File: src/rtl/score_display_scan_pkg.sv
// Shared display constants for the score display scanner.
//   SEG_BLANK   : all segments off (active-low)
//   SEG_DASH    : only segment g lit, shown for non-decimal nibbles
//   SEG_TABLE   : active-low {g,f,e,d,c,b,a} patterns for digits 0..9
//   DIGIT_IDX_W : width of the digit-slot index
package score_display_scan_pkg;

    localparam int unsigned DIGIT_IDX_W = 2;
    localparam int unsigned NUM_DIGITS  = 4;
    localparam int unsigned SEG_W       = 7;
    localparam int unsigned BCD_W       = 4;
    localparam int unsigned SCORE_W     = NUM_DIGITS * BCD_W;

    localparam logic [SEG_W-1:0] SEG_BLANK = 7'h7F;
    localparam logic [SEG_W-1:0] SEG_DASH  = 7'h3F;
    localparam logic [NUM_DIGITS-1:0] AN_OFF = 4'b1111;

    // Entry [d] is the pattern for decimal digit d.
    localparam logic [9:0][SEG_W-1:0] SEG_TABLE = {
        7'h10,  // 9
        7'h00,  // 8
        7'h78,  // 7
        7'h02,  // 6
        7'h12,  // 5
        7'h19,  // 4
        7'h30,  // 3
        7'h24,  // 2
        7'h79,  // 1
        7'h40   // 0
    };

endpackage

File: src/rtl/score_display_scan_bcd_to_seg.sv
// Combinational nibble to 7-segment decoder.
//   bcd   : 4-bit digit value
//   seg_n : active-low {g,f,e,d,c,b,a}; 10..15 decode to a dash
module bcd_to_seg
    import score_display_scan_pkg::*;
(
    input  logic [BCD_W-1:0] bcd,
    output logic [SEG_W-1:0] seg_n
);

    always_comb begin
        seg_n = SEG_DASH;
        if (bcd <= 4'd9) begin
            seg_n = SEG_TABLE[bcd];
        end
    end

endmodule

File: src/rtl/score_display_scan.sv
// Time-multiplexed 4-digit score display driver with leading-zero blanking.
//   clk       : clock
//   rst_n     : asynchronous active-low reset
//   load      : strobe capturing score_bcd into the snapshot
//   score_bcd : packed BCD {thousand,hundred,ten,one}
//   seg_n     : registered active-low segments {g,f,e,d,c,b,a}
//   an_n      : registered active-low digit enables, bit0 = ones
module score_display_scan
    import score_display_scan_pkg::*;
#(
    parameter int unsigned SCAN_DIV = 50000
) (
    input  logic                  clk,
    input  logic                  rst_n,
    input  logic                  load,
    input  logic [SCORE_W-1:0]    score_bcd,
    output logic [SEG_W-1:0]      seg_n,
    output logic [NUM_DIGITS-1:0] an_n
);

    localparam int unsigned CNT_W = (SCAN_DIV > 1) ? $clog2(SCAN_DIV) : 1;

    logic [CNT_W-1:0]       r_cnt;
    logic [DIGIT_IDX_W-1:0] r_idx;
    logic [SCORE_W-1:0]     r_snap;
    logic [SEG_W-1:0]       r_seg_n;
    logic [NUM_DIGITS-1:0]  r_an_n;

    logic                   w_tick;
    logic [BCD_W-1:0]       w_nibble;
    logic                   w_blank;
    logic [SEG_W-1:0]       w_dec_seg_n;
    logic [NUM_DIGITS-1:0]  w_an_n;

    assign w_tick = (r_cnt == CNT_W'(SCAN_DIV - 1));

    // Digit select and leading-zero test: a slot is blank only when it and
    // every more significant nibble are zero; dashes are non-zero so they
    // never blank, and the ones slot always shows.
    always_comb begin
        w_nibble = r_snap[3:0];
        w_blank  = 1'b0;
        case (r_idx)
            2'd0: begin
                w_nibble = r_snap[3:0];
                w_blank  = 1'b0;
            end
            2'd1: begin
                w_nibble = r_snap[7:4];
                w_blank  = (r_snap[15:4] == 12'h000);
            end
            2'd2: begin
                w_nibble = r_snap[11:8];
                w_blank  = (r_snap[15:8] == 8'h00);
            end
            default: begin
                w_nibble = r_snap[15:12];
                w_blank  = (r_snap[15:12] == 4'h0);
            end
        endcase
    end

    assign w_an_n = ~(4'b0001 << r_idx);

    bcd_to_seg u_bcd_to_seg (
        .bcd   (w_nibble),
        .seg_n (w_dec_seg_n)
    );

    // Scan divider and digit index; index wraps naturally at 3.
    always_ff @(posedge clk or negedge rst_n) begin
        if (!rst_n) begin
            r_cnt <= '0;
            r_idx <= '0;
        end else if (w_tick) begin
            r_cnt <= '0;
            r_idx <= r_idx + DIGIT_IDX_W'(1);
        end else begin
            r_cnt <= r_cnt + CNT_W'(1);
        end
    end

    // Score snapshot, independent of scan position.
    always_ff @(posedge clk or negedge rst_n) begin
        if (!rst_n) begin
            r_snap <= '0;
        end else if (load) begin
            r_snap <= score_bcd;
        end
    end

    // Output registers follow the current index/snapshot one cycle later.
    always_ff @(posedge clk or negedge rst_n) begin
        if (!rst_n) begin
            r_seg_n <= SEG_BLANK;
            r_an_n  <= AN_OFF;
        end else if (w_blank) begin
            r_seg_n <= SEG_BLANK;
            r_an_n  <= AN_OFF;
        end else begin
            r_seg_n <= w_dec_seg_n;
            r_an_n  <= w_an_n;
        end
    end

    assign seg_n = r_seg_n;
    assign an_n  = r_an_n;

endmodule

File: config.mk
export PLATFORM = sky130hd
export DESIGN_NAME = score_display_scan
export DESIGN_NICKNAME = d
export VERILOG_FILES = /design/src/rtl/score_display_scan_pkg.sv /design/src/rtl/score_display_scan_bcd_to_seg.sv /design/src/rtl/score_display_scan.sv
export SDC_FILE = /design/constraint.sdc
export NUM_CORES = 1
export LEC_CHECK = 0
export ABC_CLOCK_PERIOD_IN_PS = 3500
export CAP_MARGIN = 20
export CORE_UTILIZATION = 40
export CTS_CLUSTER_DIAMETER = 100
export DETAILED_ROUTE_END_ITERATION = 6
export PLACE_DENSITY = 0.74
export SLEW_MARGIN = 0
export SYNTH_ARGS = -nofsm -noshare
export SYNTH_HDL_FRONTEND = slang
export SYNTH_SLANG_ARGS = --single-unit
File: constraint.sdc
create_clock -name clk -period 3.5 [get_ports clk]
set_input_delay 1.05 -clock clk [delete_from_list [all_inputs] [get_ports clk]]
set_output_delay 1.05 -clock clk [all_outputs]
set_load 0.03 [all_outputs]
* Yosys cells after proc, flatten, opt, wreduce, memory -nomap -nowiden
Memory sizes are Yosys's and may differ from the RTL's.
Cells that the tools add are included.
** Cells by class
- Mux-type cells :: 7
- Shift operators :: 1
- Add/sub/neg operators :: 2
- Reduce and logical (&&, ||, !) cells :: 4
- Bitwise gates (word level) :: 1
- Equal/unequal tests :: 3
- $lt $le $gt $ge :: 2
** Operators by type and width (count)
- 2-to-1 mux 7 bit :: 3
- adder 16 x 1 -> 16 bit (second input constant) :: 1
- == test 16 bit (second input constant) :: 1
- 2-to-1 mux 16 bit :: 1
- zero test 12 bit :: 1
- case mux 4 bit (3 select lines) :: 1
- zero test 8 bit :: 1
- < comparator 4 x 5 -> 1 bit (second input constant) :: 1
- <= comparator 4 bit (second input constant) :: 1
- zero test 4 bit :: 1
- 2-to-1 mux 4 bit :: 1
- inverter 4 bit :: 1
- << shifter 1 x 2 -> 4 bit (first input constant) :: 1
- case mux 1 bit (3 select lines) :: 1
- adder 2 x 1 -> 2 bit (second input constant) :: 1
- == test 2 x 1 -> 1 bit (second input constant) :: 1
- == test 2 bit (second input constant) :: 1
- zero test 2 bit :: 1
** Word-level totals
- Memories kept :: 1
- ROM bits :: 112
- Input bits :: 19
- Output and inout port bits :: 11
- Logic and storage cells :: 26
- Register bits after elaboration :: 45
** Memories
- (no name shown) :: depth 16, width 7, rd ports 1, clocked after memory_dff 0, wr ports 0, RTL line score_display_scan_bcd_to_seg.sv:14 : seg_n = SEG_TABLE[bcd];

* Depth between registers and ports, before layout
- Word-level depth :: 6
- Depth in mapped cells :: 8
- Depth with buffers taken out :: 8

* Cells and area by module
Synthesis repeated with hierarchy kept, for this count alone.
** Second synthesis, totals
- Cells, all modules :: 190
- Area, all modules :: 2187.1 µm²
** Modules (own cells, without submodules)
- score_display_scan :: area each 1971.9 µm², cells an instance 165, instances 1, sequential area each 1139.8 µm²
- bcd_to_seg :: area each 215.2 µm², cells an instance 25, instances 1, sequential area each 0.0 µm²

* Worst setup path before layout
No wires, ideal clock.
- Path kind :: input to register
- From :: input load
- To :: register r_snap[0]
- Cell stages on the path :: 2
- Arrival :: 1.732 ns
- Buffers on the path :: 1
- Data required time :: 3.375 ns
- Setup slack :: 1.643 ns
- Setup time :: 0.125 ns
- Path through :: clkbuf_1 mux2_2
** RTL lines
- start, declared :: RTL line score_display_scan.sv:15 : input logic load,
- end signal, assigned :: RTL line score_display_scan.sv:88 : r_snap <= score_bcd;
- end, declared :: RTL line score_display_scan.sv:25 : logic [SCORE_W-1:0] r_snap;
No word-level cell between the ends.

* Worst setup path in the final report
- From :: register r_seg_n[6] (netlist: seg_n[6])
- To :: output seg_n[6]
** RTL lines
- start, declared :: RTL line score_display_scan.sv:26 : logic [SEG_W-1:0] r_seg_n;
- start signal, assigned :: RTL line score_display_scan.sv:101 : r_seg_n <= w_dec_seg_n;
- end, declared :: RTL line score_display_scan.sv:17 : output logic [SEG_W-1:0] seg_n,
No word-level cell between the ends.

==> results.cfg <==
[outcome]
status = finished clean

[place]
dp_hpwl_um = 2550
portBuffers = 29
dp.cells = 271
gp_congestion = 0.823
dpl_worst_slack_ns = 0.964

[global_route]
grt_pass1_wl_um = 6160
grt_use_met1_pct = 21.3
gr-total-overflow = 0
grt_pass1_vias = 1322
antenna_found_initial = 0
track_usage_pct = 15.0
grt_max_degree = 46
grtUsageMet3_pct = 3.12
grt-busiest-layer = met2
grt.met2_usage_pct = 22.0

[yosys]
yosysMostFrequentCell = dfrtp_1
syn_inst = 179
synth.distinct_cells = 29
synth_top_family_by_area = simple AND/OR/NAND/NOR gates
synthFlopType = dfrtp_1
syn_nets = 207
async_flop_share_pct = 100
ys_seq_area_share_pct = 54.8
synth-compound-area-share_pct = 7.22
synth-edff-count = 0
syn_avg_cell_area_sq_um = 11.6
syn_area_sq_mm = 0.00208
yosysWarnings = 0
ys_ff_latch = 45
synth_area_leaders = dfrtp_1, dfstp_2, mux2_2
yosys-top-cells-count = dfrtp_1, mux2_2, nand2_1
synth_top_area_share_pct = 40.9
synth-adder-area-share_pct = 5.42
synth.area.mux_share_pct = 10.6
synth_area_leader_cell = dfrtp_1
synth-simple-area-share_pct = 12.5
synth-xor-area-share_pct = 6.32

[final_layout]
antennaDiodeCount = 0
nets = 239
area_growth_pct = 21.1
drive_gt1_share_pct = 17.5
finalNonFillerCells = 279

[floorplan]
design.die.area_sq_mm = 0.00549
fp.dieW_um = 74.1
io_pins = 30
die_y_um = 74.1
core_sq_mm = 0.00485
rows = 25
initial_core_util_pct = 42.9

[detailed_routing]
ant_nets = 0
wl_um = 3500
drc_errors = 0
drtPass1Iterations = 4
drt_iter0_drc = 105
routedWlPerCell_um = 12.6
vias = 1404
vias_per_cell = 5.03

[critical_path]
setup.worst_path.end_class = output port
worst-path-buf-inv = 1
cpLargestDelayFamily = buffers and inverters
path_max_fanout = 1
critPathArrivalTime_ns = 1.48
critPathLaunchType = flop
worstPathRequired_ns = 2.45
cp_slowest_cell = clkdlybuf4s50_1
critical_path_class = flop to output port
worstPathCellList = clkdlybuf4s50_1
max_stage_delay_ns = 0.66

[sta]
maxSlewHeadroom_pct = 37.4
fin_crit_sh_pct = 72.2
skew_ns = 0.00587
setup_viol_count_final = 0
fmax_ghz = 0.396
hold_viol = 0
min_period_ns = 2.53
slew_viol_final = 0
worst_pin_slew_ns = 0.939
worst_slack_ns = 0.972
setup_tns_ns = 0
rsz0062_at_grt = no

[clock_tree]
cts_resized = 0
htreeDepth = 2
clk_pin_slew_worst_paths_ns = 0.08
cts_setup_buffers = 0
ctsRootBufferMaster = clkbuf_8
clock_path_buffers = 2
hold_buffers = 0
cts_buffers = 5
cts.sinks = 45
cts_tree = built
insertion_delay_ns = 0.29

[power_and_ir_drop]
total_leakage_power_nw = 1.07
powerDensity_mw_per_mm2 = 414
vdd_drop_max_v = 0.000210

[min_path]
min_path_type = flop to flop

[run]
cap_violations = 0
final timing paths:
path                           from         to  slack (ns)  depth (start not counted)
setup / recovery           seg_n[6]   seg_n[6]        0.97                          1
hold / removal             r_cnt[0]   r_cnt[0]        0.49                          1
setup reg to reg           r_idx[0]   seg_n[3]        1.33                          8
hold reg to reg            r_cnt[0]   r_cnt[0]        0.49                          1
max in group asynchronous     rst_n  r_snap[4]        2.02                          1
min in group asynchronous     rst_n  r_snap[9]        0.88                          1
cell families after synthesis:
family                   Yosys count
flip-flops                        45
XOR/XNOR                          15
multiplexers                      20
buffers and inverters             16
AND/OR/NAND/NOR                   53
adder cells (fa/ha/maj)            9
AO/OA/AOI/OAI                     21
worst reg2reg max path: cells and delay by family, from the launching register on:
| family | cells | cell delay [ns] |
|---|---|---|
| buffers and inverters | 2 | 0.28 |
| AO/OA/AOI/OAI | 3 | 0.35 |
| adder cells (fa/ha/maj) | 2 | 0.62 |
| flip-flops | 1 | 0.43 |
| multiplexers | 1 | 0.40 |
layout make-up:
class	instances	area [sq um]
repair buffers	30	293
clock inverters	2	12.5
well taps	67	83.8
clock buffers	6	72.6
multi-input cells	118	873
inverters	11	41.3
flip-flops and latches	45	1140
fillers	434	2330
layer usage:
metal  vias to the layer above  part of all wire [%]
met4                         0                   1.6
li1                        693                     -
met5                         -                     0
met2                        37                    45
met1                       669                    50
met3                         5                   4.0
sequential cells by signal, indices dropped and copies added, names as in the netlist:
name	flops
r_cnt	16
r_snap	16
seg_n	7
an_n	4
r_idx	2
where the power goes:
group	internal (mW)	leakage, nW	switching [mW]
clock	0.142	0.0461	0.174
sequential	0.559	0.541	0.0161
combinational	0.0721	0.478	0.0791
total	0.773	1.07	0.269
through the flow:
step / hold WS, ns / power (mW) / util [%] / cell area [sq um]
floorplan: 0.452 / 0.669 / - / 2080
global placement: 0.472 / 0.734 / 50.1 / 2430
detailed placement: 0.480 / 0.737 / 50.1 / 2430
CTS: 0.491 / 1.06 / 51.9 / 2520
global route: 0.515 / 1.09 / 51.9 / 2520
finish: 0.486 / 1.04 / 51.9 / 2520
layout by cell type, fill, tap and decap left out, drive strengths merged:
cell           instances
a211o                  1
a211oi                 1
a21o                   1
a21oi                  1
a222oi                 4
and3                   1
buf                    2
clkbuf                 6
clkdlybuf4s50         28
dfrtp                 34
dfstp                 11
ha                     9
inv                   13
mux2                  16
mux2i                  4
nand2                 14
nand3                  8
nand4                  4
nor2                  13
nor2b                  1
nor3                   4
nor4                   7
o2111ai                3
o211ai                 2
o21ai                  8
or4b                   1
xnor2                 10
xor2                   5
Note: power is estimated with default switching activity, not from simulation.
